## config.mk

```make
export PLATFORM = sky130hd
export DESIGN_NAME = hazard_stall_ctrl
export DESIGN_NICKNAME = d
export VERILOG_FILES = /design/src/rtl/hazard_stall_ctrl_pkg.sv /design/src/rtl/hazard_stall_ctrl_raw_cmp.sv /design/src/rtl/hazard_stall_ctrl.sv
export SDC_FILE = /design/constraint.sdc
export NUM_CORES = 1
export LEC_CHECK = 0
export BUFFER_PORTS_ARGS = -buffer_cell sky130_fd_sc_hd__buf_4
export CAP_MARGIN = 20
export CORE_ASPECT_RATIO = 0.6
export CORE_MARGIN = 4
export CORE_UTILIZATION = 30
export CTS_CLUSTER_DIAMETER = 100
export DETAILED_ROUTE_END_ITERATION = 8
export PLACE_DENSITY = 0.48
export SLEW_MARGIN = 40
export SYNTH_ARGS = -nofsm -noshare
export SYNTH_HDL_FRONTEND = slang
export SYNTH_SLANG_ARGS = --single-unit
```

## constraint.sdc

```tcl
create_clock -name clk -period 2.4 [get_ports clk]
set_input_delay 0.48 -clock clk [delete_from_list [all_inputs] [get_ports clk]]
set_output_delay 0.48 -clock clk [all_outputs]
set_load 0.01 [all_outputs]
```

## src/rtl/hazard_stall_ctrl_pkg.sv

```systemverilog
// Shared constants and state encoding for the pipeline hazard/stall controller.
// Opcodes are the EX-stage opcode field [15:11].
package hazard_stall_ctrl_pkg;

   localparam logic [4:0]  OP_SIIC   = 5'b00010;
   localparam logic [4:0]  OP_RTI    = 5'b00011;
   localparam logic [15:0] NOP_INSTR = 16'h0800;

   typedef enum logic [1:0] {
      ST_RUN      = 2'd0,
      ST_MEM_WAIT = 2'd1,
      ST_DRAIN    = 2'd2
   } state_t;

   // siic and rti both redirect the PC and need the fetch drain afterwards.
   function automatic logic is_exc_op(input logic [4:0] op);
      return (op == OP_SIIC) || (op == OP_RTI);
   endfunction

endpackage

```

## src/rtl/hazard_stall_ctrl_raw_cmp.sv

```systemverilog
// One source-vs-destination RAW compare; R0 is matched like any other register.
module raw_cmp (
   input  logic [2:0] src,
   input  logic       src_valid,
   input  logic [2:0] dst,
   input  logic       dst_write,
   output logic       match
);

   assign match = dst_write & src_valid & (src == dst);

endmodule

```

## src/rtl/hazard_stall_ctrl.sv

```systemverilog
// Pipeline stall/flush/freeze controller: RAW hazard detection, data-memory wait
// sequencing, post-exception fetch drain, stall-cycle counter and timeout flag.
module hazard_stall_ctrl
   import hazard_stall_ctrl_pkg::*;
#(
   parameter int FWD_EN      = 1,
   parameter int DRAIN_CYC   = 2,
   parameter int MEM_TIMEOUT = 64
) (
   input  logic        clk,
   input  logic        rst,
   input  logic [2:0]  id_rs,
   input  logic [2:0]  id_rt,
   input  logic        id_rs_valid,
   input  logic        id_rt_valid,
   input  logic [2:0]  ex_write_sel,
   input  logic        ex_reg_write,
   input  logic        ex_mem_read,
   input  logic [2:0]  mem_write_sel,
   input  logic        mem_reg_write,
   input  logic [4:0]  ex_opcode,
   input  logic        branch_taken,
   input  logic        dmem_stall,
   output logic        stall_decode,
   output logic        stall_fetch,
   output logic        flush_fetch,
   output logic        freeze,
   output logic [15:0] stall_cnt,
   output logic        err
);

   localparam int                WAIT_W     = $clog2(MEM_TIMEOUT + 1);
   localparam logic [WAIT_W-1:0] WAIT_LAST  = WAIT_W'(MEM_TIMEOUT - 1);
   localparam logic [WAIT_W-1:0] WAIT_MAX   = '1;
   localparam logic [2:0]        DRAIN_LOAD = 3'(DRAIN_CYC - 1);

   // Compare lanes: 0 = rs/EX, 1 = rt/EX, 2 = rs/MEM, 3 = rt/MEM.
   logic [3:0][2:0] cmp_src;
   logic [3:0][2:0] cmp_dst;
   logic [3:0]      cmp_src_valid;
   logic [3:0]      cmp_dst_write;
   logic [3:0]      cmp_match;

   assign cmp_src       = {id_rt, id_rs, id_rt, id_rs};
   assign cmp_src_valid = {id_rt_valid, id_rs_valid, id_rt_valid, id_rs_valid};
   assign cmp_dst       = {mem_write_sel, mem_write_sel, ex_write_sel, ex_write_sel};
   assign cmp_dst_write = {mem_reg_write, mem_reg_write, ex_reg_write, ex_reg_write};

   genvar gi;
   generate
      for (gi = 0; gi < 4; gi++) begin : g_cmp
         raw_cmp u_raw_cmp (
            .src       (cmp_src[gi]),
            .src_valid (cmp_src_valid[gi]),
            .dst       (cmp_dst[gi]),
            .dst_write (cmp_dst_write[gi]),
            .match     (cmp_match[gi])
         );
      end
   endgenerate

   logic raw_x;
   logic raw_m;
   logic hz;

   assign raw_x = cmp_match[0] | cmp_match[1];
   assign raw_m = cmp_match[2] | cmp_match[3];
   assign hz    = (FWD_EN != 0) ? (raw_x & ex_mem_read) : (raw_x | raw_m);

   state_t            state_reg, state_next;
   logic [2:0]        drain_reg, drain_next;
   logic [WAIT_W-1:0] wait_reg, wait_next;
   logic              err_reg, err_next;
   logic [15:0]       stall_cnt_reg;

   logic stall_decode_next;
   logic stall_fetch_next;
   logic flush_fetch_next;
   logic freeze_next;
   logic run_rules;

   always_comb begin
      state_next        = state_reg;
      drain_next        = drain_reg;
      wait_next         = wait_reg;
      err_next          = err_reg;
      stall_decode_next = 1'b0;
      stall_fetch_next  = 1'b0;
      flush_fetch_next  = 1'b0;
      freeze_next       = 1'b0;
      run_rules         = 1'b0;

      case (state_reg)
         ST_RUN: run_rules = 1'b1;
         ST_MEM_WAIT: begin
            if (dmem_stall) begin
               freeze_next = 1'b1;
               if (wait_reg != WAIT_MAX) wait_next = wait_reg + 1'b1;
               if (wait_reg == WAIT_LAST) err_next = 1'b1;
            end else begin
               // Memory released: fall straight through to the RUN rules this cycle.
               wait_next  = '0;
               state_next = ST_RUN;
               run_rules  = 1'b1;
            end
         end
         ST_DRAIN: begin
            if (dmem_stall) begin
               freeze_next = 1'b1;
            end else begin
               stall_decode_next = 1'b1;
               stall_fetch_next  = 1'b1;
               if (drain_reg == 3'd0) state_next = ST_RUN;
               else drain_next = drain_reg - 3'd1;
            end
         end
         default: state_next = ST_RUN;
      endcase

      if (run_rules) begin
         if (dmem_stall) begin
            freeze_next = 1'b1;
            state_next  = ST_MEM_WAIT;
         end else if (is_exc_op(ex_opcode)) begin
            flush_fetch_next = 1'b1;
            state_next       = ST_DRAIN;
            drain_next       = DRAIN_LOAD;
         end else if (branch_taken) begin
            flush_fetch_next  = 1'b1;
            stall_decode_next = 1'b1;
         end else if (hz) begin
            stall_decode_next = 1'b1;
            stall_fetch_next  = 1'b1;
         end
      end
   end

   always_ff @(posedge clk or negedge rst) begin
      if (!rst) begin
         state_reg     <= ST_RUN;
         drain_reg     <= 3'd0;
         wait_reg      <= '0;
         err_reg       <= 1'b0;
         stall_cnt_reg <= 16'd0;
      end else begin
         state_reg <= state_next;
         drain_reg <= drain_next;
         wait_reg  <= wait_next;
         err_reg   <= err_next;
         if (stall_decode_next && !freeze_next && (stall_cnt_reg != 16'hFFFF))
            stall_cnt_reg <= stall_cnt_reg + 16'd1;
      end
   end

   // Controls are forced low while reset is held, independent of the inputs.
   assign stall_decode = rst & stall_decode_next;
   assign stall_fetch  = rst & stall_fetch_next;
   assign flush_fetch  = rst & flush_fetch_next;
   assign freeze       = rst & freeze_next;
   assign stall_cnt    = stall_cnt_reg;
   assign err          = err_reg;

endmodule

```

* After elaboration in Yosys (flattened, before gate mapping)
Index checks and enable logic that the tools add are counted.
Word-level totals: logic and storage cells 72, flip-flop bits (word level) 29
Operators by class: bitwise gates (word level) 10, equal/unequal tests 10, multiplexer cells 35, reduce and logical (&&, ||, !) cells 9, add/subtract/negate cells 3
Operators by type and width (number):
- two-way mux 1 bit | 19
- two-way mux 3 bit | 6
- adder 16 x 1 -> 16 bit, second input constant | 1
- != test 16 bit, second input constant | 1
- two-way mux 7 bit | 2
- two-way mux 2 bit | 6
- == test 5 x 2 -> 1 bit, second input constant | 2
- bitwise AND 1 bit | 9
- adder 7 x 1 -> 7 bit, second input constant | 1
- == test 7 x 6 -> 1 bit, second input constant | 1
- != test 7 bit, second input constant | 1
- == test 3 bit | 2
- one-hot mux 2 bit (3 select lines) | 1
- logical NOT 3 bit | 1
- AND reduction 3 bit | 1
- subtractor 3 x 1 -> 3 bit, second input constant | 1
- == test 2 x 1 -> 1 bit, second input constant | 1
- == test 2 bit, second input constant | 1
- logical AND 1 bit | 2
- logical NOT 2 bit | 1
- != test 2 x 1 -> 1 bit, second input constant | 1
- one-hot mux 1 bit (2 select lines) | 1
- AND reduction 2 bit | 1
- OR reduction 2 bit | 1
- 3 further kinds | 3

* Longest topological paths before layout
Gate-level depths: netlist of the first run.
depth in word-level cells 11, gate-level depth with buffers 9, depth with buffers taken out 8

* Hierarchy
Synthesis of the first run repeated with hierarchy kept, for this count alone.
Second synthesis, totals: cell total of the unflattened synthesis 170, area total of the unflattened synthesis 1697.9 um2
Modules (own cells, without submodules):
- hazard_stall_ctrl | area each 1612.8 um2, cells an instance 160, sequential area each 725.7 um2, times used 1
- raw_cmp | area each 42.5 um2, cells an instance 5, sequential area each 0.0 um2, times used 2

* Worst setup path after synthesis of the first run
Ideal clock, no wire load.
path kind input to output, start input port id_rs[2], end output port stall_decode, data arrival time 1.758 ns, path buffers 0, slack 0.162 ns, stages on the path 5, required time 1.920 ns, path through xor2_1 or4_4 a21boi_1 o211ai_1 a21boi_0
Between the ends: word-level cells in the longest chain between the ends 10
Ends and longest elaborated chain:
- from (decl) | line hazard_stall_ctrl.sv:12 | input logic [2:0] id_rs,
- == test 3 bit | line hazard_stall_ctrl_raw_cmp.sv:10 | assign match = dst_write & src_valid & (src == dst);
- bitwise AND 1 bit | line hazard_stall_ctrl_raw_cmp.sv:10
- OR 1 bit | line hazard_stall_ctrl.sv:66 | assign raw_x = cmp_match[0] | cmp_match[1];
- bitwise AND 1 bit | line hazard_stall_ctrl.sv:68 | assign hz = (FWD_EN != 0) ? (raw_x & ex_mem_read) : (raw_x | raw_m);
- two-way mux 1 bit | line hazard_stall_ctrl.sv:131 | end else if (hz) begin
- two-way mux 1 bit | line hazard_stall_ctrl.sv:128 | end else if (branch_taken) begin
- two-way mux 1 bit | line hazard_stall_ctrl.sv:124 | end else if (is_exc_op(ex_opcode)) begin
- two-way mux 1 bit | line hazard_stall_ctrl.sv:121 | if (dmem_stall) begin
- two-way mux 1 bit | line hazard_stall_ctrl.sv:120 | if (run_rules) begin
- bitwise AND 1 bit | line hazard_stall_ctrl.sv:156 | assign stall_decode = rst & stall_decode_next;
- to (decl) | line hazard_stall_ctrl.sv:24 | output logic stall_decode,
No other way between the ends.

* Worst setup path in the final report of the first run
start input port ex_write_sel[0], end output port stall_decode
Between the ends: word-level cells in the longest chain between the ends 10
Ends and longest elaborated chain:
- from (decl) | line hazard_stall_ctrl.sv:16 | input logic [2:0] ex_write_sel,
- == test 3 bit | line hazard_stall_ctrl_raw_cmp.sv:10
- bitwise AND 1 bit | line hazard_stall_ctrl_raw_cmp.sv:10
- OR 1 bit (*) | line hazard_stall_ctrl.sv:66
- bitwise AND 1 bit (*) | line hazard_stall_ctrl.sv:68
- two-way mux 1 bit (*) | line hazard_stall_ctrl.sv:131
- two-way mux 1 bit (*) | line hazard_stall_ctrl.sv:128
- two-way mux 1 bit (*) | line hazard_stall_ctrl.sv:124
- two-way mux 1 bit (*) | line hazard_stall_ctrl.sv:121
- two-way mux 1 bit (*) | line hazard_stall_ctrl.sv:120
- bitwise AND 1 bit (*) | line hazard_stall_ctrl.sv:156
Mark *: on every way between the ends. The rest lies on a longest branch, timed or not.

==> results of run 1 <==
[timing repair]
item,CTS,global route
endpoints found under the hold margin,0,0
pin swaps,4,7
gates resized for setup,3,8
setup buffers,1,0
endpoints found under the setup margin,2,2
[cells in the final DEF, fill, tap and decap left out, types with 3 or more instances in the layout]
cell type                  synthesis  routed
sky130_fd_sc_hd__a21oi_1           4       4
sky130_fd_sc_hd__buf_4             0      47
sky130_fd_sc_hd__buf_6             1       4
sky130_fd_sc_hd__clkbuf_8          0       5
sky130_fd_sc_hd__dfrtp_1          29      29
sky130_fd_sc_hd__ha_1              8       6
sky130_fd_sc_hd__inv_1             9       9
sky130_fd_sc_hd__nand2_1          11      11
sky130_fd_sc_hd__nand3_1          12      12
sky130_fd_sc_hd__nand4_1           7       7
sky130_fd_sc_hd__nor2_1           14      14
sky130_fd_sc_hd__nor2_2            5       5
sky130_fd_sc_hd__nor3_1            3       3
sky130_fd_sc_hd__o21ai_0           6       6
sky130_fd_sc_hd__xnor2_1           3       3
sky130_fd_sc_hd__xor2_1           22      22
[kinds of logic (layout without fill, tap and decap cells)]
logic type | Yosys count | after routing | synth area share, %
adders and majority gates | 8 | 8 | 5.92
DFF | 29 | 29 | 42.9
and+or+nand+nor | 69 | 69 | 22.8
buffers and inverters | 11 | 68 | 2.89
xor gates and xnor gates | 25 | 25 | 13.0
AOI/OAI and AO/OA | 25 | 25 | 10.6
muxes | 3 | 3 | 1.92
[per-layer routing]
layer | GRT usage [%] | vias to the layer above
li1 | - | 710
met1 | 17.1 | 661
met2 | 20.3 | 38
met3 | 3.41 | 2
met4 | 2.95 | 0
met5 | 0 | -
[cell usage after synthesis (3+ instances only)]
cell type and number:
sky130_fd_sc_hd__dfrtp_1 29, sky130_fd_sc_hd__xor2_1 22, sky130_fd_sc_hd__nor2_1 14, sky130_fd_sc_hd__nand3_1 12, sky130_fd_sc_hd__nand2_1 11, sky130_fd_sc_hd__inv_1 9, sky130_fd_sc_hd__ha_1 8, sky130_fd_sc_hd__nand4_1 7
sky130_fd_sc_hd__o21ai_0 6, sky130_fd_sc_hd__nor2_2 5, sky130_fd_sc_hd__a21oi_1 4, sky130_fd_sc_hd__nor3_1 3, sky130_fd_sc_hd__xnor2_1 3
[metrics by stage]
step | worst slack [ns] | utilization [%] | power [W] | hold WS (ns)
floorplan | 0.162 | - | 0.00107 | 0.184
global placement | -0.128 | 40.6 | 0.00131 | 0.316
detailed placement | -0.178 | 40.6 | 0.00133 | 0.320
CTS | 0.00586 | 42.5 | 0.00174 | 0.0161
global route | -0.0469 | 43.0 | 0.00187 | 0.0150
finish | 0.0443 | 43.0 | 0.00174 | 0.0218
[worst max-delay path, stage by stage]
cell and delay (ns):
sky130_fd_sc_hd__buf_6 0.10, sky130_fd_sc_hd__xor2_1 0.15, sky130_fd_sc_hd__or4_4 0.53, sky130_fd_sc_hd__a21boi_2 0.19, sky130_fd_sc_hd__o211ai_1 0.12, sky130_fd_sc_hd__a21boi_1 0.18
sky130_fd_sc_hd__buf_4 0.14
[power by group through the flow]
stage	Sequential, W	Clock, W	Combinational [W]
2_1_floorplan	0.000706	0	0.000364
3_3_place_gp	0.000693	0	0.000614
3_5_place_dp	0.000697	0	0.000634
4_1_cts	0.000691	0.000405	0.000643
5_1_grt	0.000705	0.000439	0.000724
6_report	0.000691	0.000395	0.000650
[worst max-delay path by stage]
stage          cells past startpoint           end       startpoint
3_5_place_dp                       7  stall_decode  ex_write_sel[2]
5_1_grt                            7  stall_decode         id_rt[1]
6_report                           7  stall_decode  ex_write_sel[0]
2_1_floorplan                      5  stall_decode         id_rs[2]
4_1_cts                            7  stall_decode  ex_write_sel[1]
3_3_place_gp                       7  stall_decode  ex_write_sel[2]
[final cells by class]
cell class              count  area, sq um  area share (%)
clock buffers               5         68.8            3.05
repair buffers             51          398            17.6
well taps                  66         82.6            3.66
flip-flops and latches     29          726            32.1
inverters                   9         33.8            1.50
clock inverters             3         17.5           0.776
multi-input cells         130          932            41.3
==> results by stage, run 1 <==
Outcome:
- The run finished with clean final reports.

Timing:
- For the finished layout, the period the worst path requires is 2.36 ns.
- The pin slew with the least headroom to its limit is 0.534 ns.
- Between clock sinks in the finished design, the worst skew comes to 0.0125 ns.
- The number of slew-limit violations in the final report is 0.
- The highest clock rate is between 400 and 500 MHz.
- The worst slew margin relative to its limit is between 60% and 70%.
- The share of the cycle needed by the critical path after routing is between 90% and 100%.
- Setup total negative slack on the finished layout was measured at 0 ns.
- The hold violation count in the final report is 0.
- Setup repair after global routing could not meet its margin everywhere.
- Setup violations remaining at the end of the flow were counted as 0.

Routing:
- Dividing the detail-routed wire length by the instance count gives 14.2 microns.
- The detail route stage leaves a number of antenna-violating nets equal to 0.
- The total via count in the routed design is 1411.
- The highest layer used for signal routing is met4.
- In the detailed route, the total length drawn on met2 is 1830 microns.
- After detailed routing, the number of remaining DRC violations is 0.
- After detailed routing, the met3 layer carries between 150 and 200 microns of wire.
- After detailed routing, the total wire length is 4160 microns.
- The first detailed-routing pass ran for 7 iterations.
- The met1 wire length is 2120 microns.
- The initial detailed-routing violation count is 42.
- The number of vias per cell is 4.82.

Placed design:
- Port buffering added 41 buffers.
- The congestion estimate from routability-driven global placement came to 0.759.
- The placed instance area is 2130 sq um.
- After legalization and detailed placement, the total HPWL measured 3260 microns.
- In this run, placement finished with an instance count of between 200 and 300.

CTS:
- The clock drives 29 sinks.
- In this run the clock root is driven by a sky130_fd_sc_hd__clkbuf_8.
- Clock-pin slew was measured on the worst setup and hold paths at 0.07 ns.
- The count of H-tree levels built during CTS is 2.
- At the later pin of the worst-skew pair, clock insertion delay measures about 0.28 ns.
- TritonCTS created 5 clock buffers.
- Counting along the longest clock path gives a buffer depth of 2.
- TritonCTS built the clock tree.
- Buffers inserted to repair hold after CTS numbered 0.

Die:
- During I/O placement, the number of pins put on the boundary was 47.
- The core footprint is 5260 sq um.
- The starting utilization of the core area is 32.2%.
- The initialized floorplan defines 20 standard-cell rows.
- The die is 66.1 microns tall.
- In this run the horizontal extent of the chip is 105 microns.
- The die area is 6940 sq um.

Finish:
- The post-route standard cell area excluding fillers is 2260 sq um.
- The area added between synthesis and finish is 33.6%.
- Fill cells in the final layout number 507.
- The count of nets after finishing is 260.
- The register with the most flip-flops in the layout has 16 of them.
- For this run, the number of standard cells in the final layout without fillers is 293.
- The fraction of layout instances using a drive strength above 1 is 34.8%.
- 0 antenna diodes ended up in the layout.

Logic synthesis:
- The synthesized area per cell is 9.94 sq um.
- For this run, asynchronously set or reset flops after synthesis account for 100%.
- The Yosys step of the flow raised 0 warnings.
- Counting flops with a built-in enable in the synthesized netlist gives 0.
- The share of the synthesized area in the top cell type is 42.9%.
- The count of unique library cells instantiated by Yosys is 39.
- After synthesis, the cell types taking the most area are sky130_fd_sc_hd__dfrtp_1 43%, sky130_fd_sc_hd__xor2_1 11%, sky130_fd_sc_hd__ha_1 5.9%.
- In this run, synthesis produced a sequential element count of 29.
- The leading area contributor after synthesis is sky130_fd_sc_hd__dfrtp_1.
- The number of nets in the synthesized netlist is 204.
- In the synthesized netlist the dominant register cell turns out to be sky130_fd_sc_hd__dfrtp_1.
- The sequential-to-total area share from yosys stat is 42.9%.
- The number of cells produced by synthesis is 170.
- The post-synthesis instance area is approximately 1700 sq um.

Power:
- VDD sags by at most 0.254 mV.
- Per report_power, the combinational group accounts for 37.4% of the total.
- Net switching is 36.9% of the power.
- Summed over all cells, the static leakage comes to 1.10 nW.
- Summed over all nets, the switching power comes to 0.000640 W.
- The relative contribution of the clock network to total power is between 20% and 30%.
- The proportion of power drawn by flip-flops and latches is 39.8%.
- The cell area power density is between 700 and 800 nW/um^2.
- The internal power is 0.00110 W.

Worst setup path:
- The startpoint identified for the worst register-to-register timing path is state_reg[1].
- The worst register-to-register path has a depth of 8.
- For the worst setup path, the data required time is around 1.9 ns.
- The worst setup path is of the in -> out kind.
- The worst path arrival time is roughly 1.9 ns.
- The critical-path maximum fanout is 2.
- The flop-to-flop setup slack is 0.35 ns.
- The endpoint identified for the worst register-to-register timing path is stall_cnt[9].
- The worst setup path is captured at an output pin.
- The kind of launch point of the worst setup path is an input pin.

Global routing:
- The largest net degree at the start of global routing is 23.
- The initial antenna violation count came to 0.
- The aggregate global-route resource usage is 12.6%.
- The via count of the first global-routing pass is 1444.
- The first global-routing pass estimated slightly below 7000 microns of wire.
- Global routing finished with a remaining overflow of 0.

Job:
- The count of maximum capacitance violations is 0.

Min path:
- The class of the tightest hold or removal check is in -> async.
Power figures use the tool's default switching activity.
==> run 2, diff against run 1 <==
==> constraint.sdc (replaced) <==
create_clock -name clk -period 2.4 [get_ports clk]
set_input_delay 0.36 -clock clk [delete_from_list [all_inputs] [get_ports clk]]
set_output_delay 0.36 -clock clk [all_outputs]
set_load 0.01 [all_outputs]
==> results by stage, run 2 (synthesis gave the netlist of run 1 again) <==
Outcome:
- The run finished with clean final reports.

CTS:
- Once the clock tree was built, the resizer swapped 0 gates to a different size.
- The cell sitting at the root of the clock tree is a sky130_fd_sc_hd__clkbuf_8.
- Buffers inserted during clock tree synthesis total 5.
- The maximum clock insertion buffer count is 2.
- In this run the post-CTS setup repair buffer count came out at 0.
- The sink count of the clock tree is 29.
- For the worst-skew pair, the clock arrives at the later sink with an insertion delay of between 0.2 and 0.3 ns.
- The clock transition at the register clock pins on the worst setup and hold paths after CTS is 0.06 ns.
- The number of hold-repair buffers added at the cts stage is 0.
- The count of H-tree levels built during CTS is 2.
- TritonCTS built the clock tree.

Die:
- The core footprint is 5260 sq um.
- The starting utilization of the core area is 32.2%.
- Measured along the y axis, the die boundary spans 66.1 microns.
- The floorplan has 20 rows.
- The I/O pin count is 47.
- From left edge to right edge, the die measures 105 microns.
- The floorplan step defined a die boundary enclosing 6940 sq um.

Finish:
- With fillers left out, the area of the finished cells amounts to 2220 sq um.
- In the final layout, the share of cells above drive strength 1 is 30.3%.
- The final layout contains 254 nets.
- The library cells used most frequently in the layout, excluding fill and tap cells, are 44 x sky130_fd_sc_hd__buf_4, 29 x sky130_fd_sc_hd__dfrtp_1, 22 x sky130_fd_sc_hd__xor2_1.
- The share of the core filled with cells is 42.3%.
- After filler insertion, the fill cell instance count of the layout stands at 527.
- The number of standard cells in the final layout excluding fillers is 287.
- Compared with the post-synthesis result, the final layout area differs by 31.6%.
- The flip-flop count of the largest register after layout is 16.
- The library cell used most frequently in the layout, excluding fill and tap cells, is sky130_fd_sc_hd__buf_4.
- The diode insertion count for antenna repair is 0.

Placed design:
- The congestion estimate from routability-driven global placement came to 0.743.
- The placed instances occupy a cell area of 2110 sq um.
- Including well taps, the total number of placed cells is 279.
- The HPWL after detailed placement is 3180 microns.
- The port buffer count is 41.

Global routing:
- The largest net degree at the start of global routing is 34.
- Global routing used about an eighth of the available tracks across all layers.
- The via count of the first global-routing pass came to 1491.
- The total congestion overflow is 0.
- The first global-routing pass estimated 7230 microns of wire.
- The initial antenna violation count came to 0.

Power:
- The share of total power dissipated in combinational logic is 33.5%.
- The highest ir drop seen on vdd is around 0.37 mV.
- In this run switching power makes up 33.9% of total power.
- The proportion of power drawn by flip-flops and latches is 38.2%.
- Internal power comes to 0.00122 W.
- For this design the total switching power over the nets is 0.000627 W.
- The clock network accounts for approximately 28% of the total power.
- The cell area power density is 830 nW/um^2.
- The analysis attributes to cell leakage a power of 1.09 nW.

Worst setup path:
- STA classifies the critical path startpoint as an input pin.
- The worst path arrival time is roughly 1.9 ns.
- At the worst endpoint, the required time is 2.04 ns.
- The type of destination of the critical path is an output pin.
- The worst setup path is of the in -> out kind.
- Along the worst path, the maximum fanout reaches 2.

Timing:
- The highest clock rate is 438 MHz.
- The hold violation count in the final report was 0.
- Setup repair after global routing left no endpoint under its margin.
- The post-layout minimum cycle time is 2.28 ns.
- Hold timing on the final database bottoms out at a slack of 0.0242 ns.
- The number of slew-limit violations in the final report is 0.
- At the pin with the least slew margin, the transition time is 0.471 ns.
- The total negative setup slack is 0 ns.
- The share of the cycle needed by the critical path after routing is between 90 and 100%.
- For the final database, setup skew stands at around 0.0062 ns.
- The number of setup violations in the final report is 0.
- The worst pin sits at a relative slew slack of 68.1%.

Min path:
- In this run the worst hold path is classified as in -> async.

Routing:
- After detailed routing, the average wire length per cell comes to 14.2 microns.
- The total via count in the routed design is 1426.
- The antenna violation net count after detailed routing is 0.
- The pre-antenna-repair detailed-routing pass consisted of 4 iterations.
- Summed over all layers, the routed wires come to slightly above 4000 microns.
- After detailed routing, the number of remaining DRC violations is 0.
- The number of vias per cell is 4.97.
- The initial detailed-routing violation count is 78.

Job:
- The tool flagged a number of max-cap violations equal to 0.
[run 2: cell type report]
class | count | area (sq um) | share of cell area [%]
well taps | 66 | 82.6 | 3.71
clock inverters | 1 | 30.0 | 1.35
repair buffers | 45 | 350 | 15.7
flip-flops and latches | 29 | 726 | 32.6
inverters | 9 | 33.8 | 1.52
clock buffers | 7 | 86.3 | 3.88
multi-input cells | 130 | 916 | 41.2
[run 2: power groups by stage]
stage	logic [W]	registers (W)	clock network, W
floorplan	0.000364	0.000706	0
global placement	0.000598	0.000709	0
detailed placement	0.000618	0.000713	0
CTS	0.000629	0.000706	0.000542
global route	0.000710	0.000728	0.000568
finish	0.000620	0.000705	0.000522
[run 2: through the flow]
step           setup WS (ns)  total power, W
2_1_floorplan          0.367         0.00107
3_3_place_gp          0.0920         0.00131
3_5_place_dp          0.0827         0.00133
4_1_cts               0.0787         0.00188
5_1_grt               0.0261         0.00200
6_report               0.116         0.00185
[run 2: path summary, 6_finish.rpt]
path                       cells after the start            start  slack (ns)            end
setup / recovery                               7  ex_write_sel[2]        0.12   stall_decode
hold / removal                                 1              rst        0.02   drain_reg[1]
setup reg to reg                               9     state_reg[0]        0.31   stall_cnt[9]
hold reg to reg                                1              err        0.48            err
max in group asynchronous                      1              rst        2.07  stall_cnt[11]
min in group clk                               2       dmem_stall        0.35   state_reg[1]
[run 2: metal layers]
metal / track usage (%) / part of all wire [%]
met1: 18.4 / 50
met2: 19.6 / 44
met3: 4.29 / 5.4
met4: 3.44 / 0.66
met5: 0 / 0
[run 2: worst max-delay path, stage by stage]
cell and delay [ns]:
sky130_fd_sc_hd__buf_4 0.12, sky130_fd_sc_hd__xor2_1 0.14, sky130_fd_sc_hd__or4_1 0.59, sky130_fd_sc_hd__a21boi_1 0.21, sky130_fd_sc_hd__o211ai_1 0.13, sky130_fd_sc_hd__a21boi_0 0.22, sky130_fd_sc_hd__buf_4 0.16
==> run 3, diff against run 2 <==
--- a/config.mk
+++ b/config.mk
@@ -12,6 +12,7 @@
 export CORE_UTILIZATION = 30
 export CTS_CLUSTER_DIAMETER = 100
 export DETAILED_ROUTE_END_ITERATION = 8
+export HOLD_SLACK_MARGIN = 0.05
 export PLACE_DENSITY = 0.48
 export SLEW_MARGIN = 40
 export SYNTH_ARGS = -nofsm -noshare
==> results by stage, run 3 (synthesis gave the netlist of run 1 again) <==
Global routing:
- The via count of the first global-routing pass is 1494.
- In the global route stage, met1 resource usage came out at a little under a fifth.
- The initial antenna violation count came to 0.
- For met2 alone, demand over resource in global routing was around a fifth.
- Across every metal layer, demand over resource in global routing totals 13.2%.
- The global-route wire length before repair is 7250 microns.
- The total congestion overflow is 0.
- Global routing consumed, on the met3 layer, between 4 and 5% of the routing resources.
- Entering global routing, the biggest net connects 34 pins.
- The global-route layer with the greatest usage is met2.

Worst setup path:
- Data arrives at the worst endpoint at 1.92 ns.
- The worst setup path is of the in -> out kind.
- The worst setup path is captured at an output pin.
- STA classifies the critical path startpoint as an input pin.
- The critical register-to-register path startpoint is state_reg[0].
- Data on the critical path is required at its endpoint by between 2 and 2.5 ns.
- The worst setup path startpoint is ex_write_sel[2].
- The critical-path maximum fanout is 2.
- The worst register-to-register path has a setup slack of 0.31 ns.

Die:
- After floorplanning, the core was divided into 20 placement rows.
- For this design the top-level I/O count stands at 47.
- The core footprint is 5260 sq um.
- The starting utilization of the core area is 32.2%.
- The die is 66.1 microns tall.
- The floorplan step defined a die boundary enclosing 6940 sq um.
- The x dimension of the die is around 100 microns.

CTS:
- In this run the deepest clock path goes through 2 buffers.
- CTS built an H-tree with a depth of 2.
- Buffers added to address setup during post-CTS repair amount to 0.
- The clock transition at the register clock pins on the worst setup and hold paths after CTS is 0.06 ns.
- The sink count of the clock tree is 29.
- The tree is rooted in a sky130_fd_sc_hd__clkbuf_8.
- The clock latency reported for the late side of the worst-skew pair is ~0.27 ns.
- In this run, CTS created clock tree buffers numbering 5.
- The clock tree from TritonCTS is built.

Min path:
- The class of the tightest hold or removal check is in -> reg.
- The startpoint identified for the worst hold timing path is dmem_stall.

Timing:
- In the final timing run, aggregate negative setup slack is 0 ns.
- The pin slew with the least headroom to its limit is 0.471 ns.
- The hold violation count in the final report is 0.
- The highest clock rate is roughly 440 MHz.
- The clock skew is 0.00619 ns.
- Setup repair after global routing left no endpoint under its margin.
- The worst hold slack is 0.353 ns.
- After layout, the minimum clock period comes to 2.28 ns.
- The number of slew-limit violations in the final report is 0.
- The number of setup violations in the final report is 0.
- The worst path uses 95.2% of the clock period.
- In this run the tightest slew margin relative to its limit is roughly two thirds.

Job:
- The tool flagged a number of max-cap violations equal to 0.

Placed design:
- At the end of routability-driven placement, the weighted congestion stood at ~0.74.
- The port buffer count is 41.
- The HPWL after detailed placement is about 3200 microns.

Power:
- The total leakage power is approximately 1.1 nW.
- Across the VDD grid, the largest voltage drop is 0.368 mV.
- Dividing total power by cell area gives a power density of a little over 800 nW/um^2.

Outcome:
- The flow ran to the end, and the final reports show no timing, DRC or antenna violations.

Finish:
- The repair_antennas step left the layout with diodes totalling 0.
- The register with the most flip-flops in the layout has 16 of them.
- Leaving out fill and tap cells, the most frequent cells in the layout are 44 x sky130_fd_sc_hd__buf_4, 29 x sky130_fd_sc_hd__dfrtp_1, 22 x sky130_fd_sc_hd__xor2_1.
- Compared with the post-synthesis result, the final layout area differs by 32.2%.
- The number of fill cells in the layout is 525.
- Leaving out fill and tap cells, the most frequent cell in the layout is sky130_fd_sc_hd__buf_4.
- For this run, the post-layout net count is 255.
- The fraction of layout instances using a drive strength above 1 is a little under a third.

Routing:
- The detailed router finished its first iteration with 53 violations.
- For this run, design rule violations remaining after detail routing come to 0.
- The routed length per instance is 14.2 microns.
- The number of vias per cell is 4.95.
- Across all layers, the routed design uses about 1400 vias.
- Once detail routing completed, the nets flagged for antenna violations numbered 0.
- The first detailed-routing pass ran for 4 iterations.
- The aggregate routed wire length is ~4100 microns.
-- run 3: cell count changes in the layout (fill, tap and decap cells not counted) --
cell,change
sky130_fd_sc_hd__dlygate4sd3_1,+1
-- run 3: path summary, 6_finish.rpt --
kind | endpoint | cells after the start
min | state_reg[1] | 2
max in group asynchronous | stall_cnt[11] | 2
max | stall_decode | 7
max reg2reg | stall_cnt[9] | 9
min in group asynchronous | state_reg[0] | 2
min reg2reg | err | 1
-- run 3: metrics by stage --
stage | util, % | area [sq um] | total power, W | setup slack, ns | cells
floorplan | - | 1690 | 0.00107 | 0.367 | 170
global placement | 40.1 | 2110 | 0.00131 | 0.0920 | 279
detailed placement | 40.1 | 2110 | 0.00133 | 0.0827 | 279
CTS | 42.5 | 2230 | 0.00188 | 0.0787 | 288
global route | 42.5 | 2230 | 0.00201 | 0.0261 | 288
finish | 42.5 | 2230 | 0.00185 | 0.116 | 288
-- run 3: final cells by class --
type	instances	area [sq um]	area share [%]
multi-input combinational	130	916	41.0
tap	66	82.6	3.70
clock inverter	1	30.0	1.34
clock buffer	7	86.3	3.86
sequential	29	726	32.5
inverter	9	33.8	1.51
timing repair buffer	46	360	16.1
-- run 3: timing repair --
item                                   CTS  global route
resized for setup                        0             0
endpoints found under the hold margin   29             0
hold buffers                             1             0
-- run 3: routing by layer --
metal	part of all wire (%)	routed length, microns	vias up
li1	-	-	695
met5	0	0	-
met1	50	2060	697
met3	5.4	219	2
met4	0.66	27	0
met2	44	1780	33
-- run 3: where the power goes --
group          switching, W  total [W]  internal (W)
sequential         0.000117   0.000706      0.000589
clock              0.000184   0.000522      0.000338
combinational      0.000326   0.000621      0.000294
total              0.000627    0.00185       0.00122
-- run 3: worst max-delay path, stage by stage --
cell,delay [ns]
sky130_fd_sc_hd__buf_4,0.12
sky130_fd_sc_hd__xor2_1,0.14
sky130_fd_sc_hd__or4_1,0.59
sky130_fd_sc_hd__a21boi_1,0.21
sky130_fd_sc_hd__o211ai_1,0.13
sky130_fd_sc_hd__a21boi_0,0.22
sky130_fd_sc_hd__buf_4,0.16
